**src/rtl/riscv_program_loader.sv**
```systemverilog
// riscv_program_loader
//
// Byte-stream program loader that sits between an external download port and
// the core. It takes a framed byte stream, assembles little-endian 32-bit
// words, and writes them to consecutive instruction-memory addresses starting
// at 0. It then checks a trailing checksum byte and, on a match, releases the
// core by raising R_EN.
//
// Frame: count byte N, then 4N data bytes (word 0 first, LSB first), then one
// checksum byte equal to the sum of the data bytes modulo 256.
//
// Ports:
//   CLK            system clock, rising edge
//   RST            asynchronous active-low reset
//   START          one-cycle pulse that begins a load (honoured in IDLE/DONE only)
//   IN_VALID       byte-stream valid
//   IN_DATA[7:0]   byte-stream data
//   IN_READY       loader can accept a byte (a byte moves when VALID & READY)
//   W_EN           instruction-memory write strobe
//   ADDRESS        instruction-memory word address
//   W_INSTRUCTION  instruction word being written
//   R_EN           core run enable, high only after a verified load
//   BUSY           load in progress
//   DONE           last load verified OK
//   ERR            last load failed (bad count or bad checksum)
//
// Every output is a register. The flag outputs are decoded from the next state,
// so each one lines up with the cycle in which the state register holds that
// state.

module riscv_program_loader #(
    parameter int ADDR_W = 5,
    parameter int DEPTH  = 16
) (
    input  logic              CLK,
    input  logic              RST,
    input  logic              START,
    input  logic              IN_VALID,
    input  logic [7:0]        IN_DATA,
    output logic              IN_READY,
    output logic              W_EN,
    output logic [ADDR_W-1:0] ADDRESS,
    output logic [31:0]       W_INSTRUCTION,
    output logic              R_EN,
    output logic              BUSY,
    output logic              DONE,
    output logic              ERR
);

    typedef enum logic [2:0] {
        S_IDLE,
        S_HEADER,
        S_LOAD,
        S_WRITE,
        S_CHECK,
        S_DONE
    } state_t;

    // The count byte is widened by one bit so that DEPTH = 256 is still
    // comparable without overflow.
    localparam logic [8:0] DEPTH_LIM = 9'(DEPTH);

    state_t            state, state_next;
    logic [7:0]        count, count_next;
    logic [7:0]        word_idx, word_idx_next;
    logic [1:0]        byte_idx, byte_idx_next;
    logic [31:0]       word_buf, word_buf_next;
    logic [7:0]        acc, acc_next;
    logic              err_next;
    logic [ADDR_W-1:0] address_next;
    logic [31:0]       w_instr_next;
    logic              accept;

    assign accept = IN_VALID && IN_READY;

    // Next-state and next-register logic. Every register holds by default.
    // START is only examined in IDLE and DONE. In those states IN_READY is
    // low, so a START can never coincide with a byte accept.
    always_comb begin
        state_next    = state;
        count_next    = count;
        word_idx_next = word_idx;
        byte_idx_next = byte_idx;
        word_buf_next = word_buf;
        acc_next      = acc;
        err_next      = ERR;
        address_next  = ADDRESS;
        w_instr_next  = W_INSTRUCTION;

        case (state)
            S_IDLE, S_DONE: begin
                if (START) begin
                    state_next    = S_HEADER;
                    err_next      = 1'b0;
                    acc_next      = 8'd0;
                    word_idx_next = 8'd0;
                    byte_idx_next = 2'd0;
                end
            end

            S_HEADER: begin
                if (accept) begin
                    if (IN_DATA == 8'd0 || {1'b0, IN_DATA} > DEPTH_LIM) begin
                        state_next = S_IDLE;
                        err_next   = 1'b1;
                    end else begin
                        count_next = IN_DATA;
                        state_next = S_LOAD;
                    end
                end
            end

            // The write word is taken from the freshly merged buffer, so the
            // byte accepted on this edge already appears in W_INSTRUCTION
            // during the WRITE cycle.
            S_LOAD: begin
                if (accept) begin
                    word_buf_next[{byte_idx, 3'b000} +: 8] = IN_DATA;
                    acc_next      = acc + IN_DATA;
                    byte_idx_next = byte_idx + 2'd1;
                    if (byte_idx == 2'd3) begin
                        state_next   = S_WRITE;
                        address_next = ADDR_W'(word_idx);
                        w_instr_next = word_buf_next;
                    end
                end
            end

            S_WRITE: begin
                word_idx_next = word_idx + 8'd1;
                byte_idx_next = 2'd0;
                if (word_idx + 8'd1 == count) begin
                    state_next = S_CHECK;
                end else begin
                    state_next = S_LOAD;
                end
            end

            S_CHECK: begin
                if (accept) begin
                    if (IN_DATA == acc) begin
                        state_next = S_DONE;
                    end else begin
                        state_next = S_IDLE;
                        err_next   = 1'b1;
                    end
                end
            end

            default: begin
                state_next = S_IDLE;
            end
        endcase
    end

    // State and output registers. The flags are decoded from state_next, so
    // they change on the same edge as the state they describe.
    always_ff @(posedge CLK or negedge RST) begin
        if (!RST) begin
            state         <= S_IDLE;
            count         <= 8'd0;
            word_idx      <= 8'd0;
            byte_idx      <= 2'd0;
            word_buf      <= 32'd0;
            acc           <= 8'd0;
            IN_READY      <= 1'b0;
            W_EN          <= 1'b0;
            ADDRESS       <= '0;
            W_INSTRUCTION <= 32'd0;
            R_EN          <= 1'b0;
            BUSY          <= 1'b0;
            DONE          <= 1'b0;
            ERR           <= 1'b0;
        end else begin
            state         <= state_next;
            count         <= count_next;
            word_idx      <= word_idx_next;
            byte_idx      <= byte_idx_next;
            word_buf      <= word_buf_next;
            acc           <= acc_next;
            IN_READY      <= (state_next == S_HEADER) || (state_next == S_LOAD) ||
                             (state_next == S_CHECK);
            W_EN          <= (state_next == S_WRITE);
            ADDRESS       <= address_next;
            W_INSTRUCTION <= w_instr_next;
            R_EN          <= (state_next == S_DONE);
            BUSY          <= (state_next == S_HEADER) || (state_next == S_LOAD) ||
                             (state_next == S_WRITE) || (state_next == S_CHECK);
            DONE          <= (state_next == S_DONE);
            ERR           <= err_next;
        end
    end

endmodule
```
**config.mk**
```make
export PLATFORM = sky130hd
export DESIGN_NAME = riscv_program_loader
export DESIGN_NICKNAME = d
export VERILOG_FILES = /design/src/rtl/riscv_program_loader.sv
export SDC_FILE = /design/constraint.sdc
export NUM_CORES = 1
export LEC_CHECK = 0
export ABC_CLOCK_PERIOD_IN_PS = 3900
export BUFFER_PORTS_ARGS = -buffer_cell sky130_fd_sc_hd__buf_2
export CORE_UTILIZATION = 60
export CTS_BUF_LIST = sky130_fd_sc_hd__clkbuf_8 sky130_fd_sc_hd__clkbuf_16
export CTS_CLUSTER_DIAMETER = 60
export CTS_CLUSTER_SIZE = 40
export DETAILED_ROUTE_END_ITERATION = 10
export GPL_ROUTABILITY_DRIVEN = 0
export PLACE_DENSITY = 0.87
export RECOVER_POWER = 25
export SLEW_MARGIN = 25
export SYNTH_ARGS = -nofsm -noshare
export SYNTH_HDL_FRONTEND = slang
export SYNTH_SLANG_ARGS = --single-unit
```
**constraint.sdc**
```tcl
create_clock -name CLK -period 3.9 [get_ports CLK]
set_clock_uncertainty 0.15 [all_clocks]
set_input_delay 0.975 -clock CLK [delete_from_list [all_inputs] [get_ports CLK]]
set_output_delay 0.975 -clock CLK [all_outputs]
set_load 0.01 [all_outputs]
```
==> results.cfg <==
[status]
run_status = finished, violations left
violated_checks = capacitance limit, slew limit

[place]
buffer_ports.inserted = 54
place.detailed.instances = 621
pre_cts_ws_ns = 0.724
detailedPlacementHpwl_microns = 7190

[cts]
cts_num_sinks = 103
cts_tree = yes
clockBufferDepth = 2
clk-insertion-delay-late_ns = 0.37
cts-root-buf = sky130_fd_sc_hd__clkbuf_8
cts_repair_resize_count = 0
post_cts.repair.setup_buffers = 0
holdBufCountCts = 0
cts.clk_slew.worst_paths_ns = 0.10
ctsHtreeMaxLevel = 3
cts_buffers = 9

[hold_path]
worst_hold_path_type = flop to flop

[route]
viasPerCell = 5.87
ant_nets = 0
detailedRoute.firstIterationViolations = 252
vias = 3741
wl_per_cell_microns = 16.5
remaining_drc_errors = 0
drtPass1Iterations = 5
total_wirelength_of_the_detailed_routed_design_microns = 10500

[synth]
synthArstFlopShare_pct = 100
ys_ff_latch = 103
synth.yosys.warnings = 0
synth_simple_gate_area_share_pct = 16.0
post_synth_inst_count = 485
synth_area_sq_um = 4940
dominantRegCellSynth = sky130_fd_sc_hd__dfrtp_1
dominant_combinational_cell_family_by_area_after_synthesis = compound AO/OA/AOI/OAI gates
sequential_fraction_of_the_synthesis_area_pct = 52.1
synth-edff-count = 0
syn_area_per_cell_sq_um = 10.2
synth_compound_area_share_pct = 19.1
yosys.area_share.adder_pct = 3.95
synth.lib_cells_used.distinct = 51
synth_area_in_xor_xnor_pct = 3.19
post_synthesis_mux_area_share_pct = 2.48
synth.net_count = 512

[worst_setup_path]
worstSetupPathType = input pin to flop
crit_slowest_cell = sky130_fd_sc_hd__o41ai_1
cp-start-kind = input pin
critPathMaxFanout = 12
cp-end-kind = flop
critical_path_s_largest_stage_delay_ns = 0.36
crit_arrival_ns = 2.93
worst-endpoint-required_ns = 4.04
crit_path_top_cell_by_count = sky130_fd_sc_hd__a21oi_1
cp_cell_sequence = buf_2 > ha_1 > a21o_1 > a21oi_1 > o21ai_0 > o41ai_1 > xor2_1 > a21oi_1 > o22ai_1

[pwr]
power.leakage_nw = 2.68
worst_ir_drop_vdd_v = 0.000308
cellPowerDensity_nw_per_um2 = 461

[cells_and_area]
area_growth_syn_to_layout_pct = 10.2
fin_cells = 637
final_layout_size_suffix_gt1_share_pct = 17.8
fillCellCount = 621
final_net_count = 557
number_of_inserted_diodes = 0

[grt]
global_route.overflow_total = 0
global_route_wire_length_before_repair_microns = 17600
antenna_violations_before_repair = 0
grt_start_max_net_pins = 71
grt_usage_pct = 26.3
number_of_global_route_vias_before_repair = 3586

[timing]
timing_max_transition_violations_final = 71
relSlewSlack_pct = -13.6
worst_pin_slew_ns = 1.70
rsz_0062_raised_after_global_routing = false
finish_stage_setup_viols = 0
hold_violations = 0
finalWorstSetupSlack_ns = 1.11
final.min_clock_period_ns = 2.79
period_share_pct = 71.5
max_freq_ghz = 0.358
fin_tns_setup_ns = 0

[floorplanning]
die_h_microns = 92.8
die_area_sq_um = 8610
io_pins = 55
placementRows = 32
initial_core_util_pct = 63.0
die_x_microns = 92.8
core-area_sq_um = 7850

[flow_run]
drv_cap = 1
## worst paths after layout
path | startpoint | endpoint | slack [ns] | cells past startpoint
setup reg to reg | state[0] | W_INSTRUCTION[0] | 1.35 | 8
hold / removal | W_INSTRUCTION[10] | W_INSTRUCTION[10] | 0.33 | 2
hold reg to reg | W_INSTRUCTION[10] | W_INSTRUCTION[10] | 0.33 | 2
setup / recovery | IN_DATA[1] | acc[7] | 1.11 | 9
max in group asynchronous | RST | word_buf[15] | 1.64 | 2
min in group asynchronous | RST | W_INSTRUCTION[31] | 0.90 | 1
## worst max-delay path, delay by kind of cell
| kind | cells | cell delay, ns |
|---|---|---|
| compound gates | 6 | 1.14 |
| fa+ha+maj | 1 | 0.31 |
| xor+xnor | 1 | 0.25 |
| buf+inv | 1 | 0.26 |
## layout make-up
| class | instances | area [sq um] | area share [%] |
|---|---|---|---|
| sequential | 103 | 2580 | 47.3 |
| inverter | 6 | 22.5 | 0.413 |
| multi-input combinational | 347 | 2210 | 40.6 |
| clock inverter | 7 | 48.8 | 0.896 |
| tap | 102 | 128 | 2.34 |
| timing repair buffer | 63 | 338 | 6.20 |
| clock buffer | 9 | 124 | 2.27 |
## Yosys cell counts (5+ instances only)
library cell	instances	area share, %
sky130_fd_sc_hd__a21o_1	5	0.76
sky130_fd_sc_hd__a21oi_1	42	4.3
sky130_fd_sc_hd__a22o_1	37	6.6
sky130_fd_sc_hd__buf_2	9	0.91
sky130_fd_sc_hd__clkbuf_1	14	1.1
sky130_fd_sc_hd__dfrtp_1	103	52
sky130_fd_sc_hd__ha_1	14	3.5
sky130_fd_sc_hd__inv_1	5	0.38
sky130_fd_sc_hd__mux2_2	10	2.3
sky130_fd_sc_hd__nand2_1	64	4.9
sky130_fd_sc_hd__nor2_1	13	0.99
sky130_fd_sc_hd__nor2b_1	41	5.2
sky130_fd_sc_hd__nor3_1	8	0.81
sky130_fd_sc_hd__o21ai_0	50	5.1
sky130_fd_sc_hd__xnor2_1	12	2.1
sky130_fd_sc_hd__xor2_1	6	1.1
## sequential cells by signal, indices dropped and copies added (netlist names)
name / count
ADDRESS: 5
BUSY: 1
DONE: 1
ERR: 1
IN_READY: 1
W_EN: 1
W_INSTRUCTION: 32
acc: 8
byte_idx: 2
count: 8
state: 3
word_buf: 32
word_idx: 8
## cell families (layout without fill, tap and decap cells)
kind of cell    after synthesis  after routing
mux                          11             11
xor+xnor                     18             18
buf+inv                      35             85
flops                       103            103
simple gates                153            153
fa+ha+maj                    15             15
compound gates              150            150
## cells in the final DEF (no fill, tap or decap), drive strengths merged, types with 10 or more instances in the layout
cell / instances
dfrtp: 103
nand2: 64
buf: 62
o21ai: 51
a21oi: 42
nor2b: 41
a22o: 37
ha: 14
nor2: 13
xnor2: 12
mux2: 10
clkbuf: 10
## through the flow
step           instance area, sq um  util (%)  hold WS, ns  total power, mW
2_1_floorplan                  4940         -        0.304             1.72
3_3_place_gp                   5280      67.3        0.308             1.88
3_5_place_dp                   5280      67.3        0.316             1.92
4_1_cts                        5450      69.5        0.339             2.51
5_1_grt                        5450      69.4        0.354             2.65
6_report                       5450      69.4        0.332             2.51
## per-layer routing
layer / share of wire [%] / vias up / GRT usage [%]
li1: - / 1795 / -
met1: 47 / 1816 / 37.3
met2: 47 / 114 / 41.7
met3: 4.4 / 16 / 3.28
met4: 1.8 / 0 / 10.0
met5: 0 / - / 0
## power by group
group	switching (mW)	internal, mW	leakage, nW	total [mW]
Clock	0.373	0.233	0.0834	0.606
Sequential	0.103	1.16	1.42	1.26
Combinational	0.369	0.270	1.17	0.639
Total	0.845	1.67	2.68	2.51
Note: power is estimated with default switching activity, not from simulation.
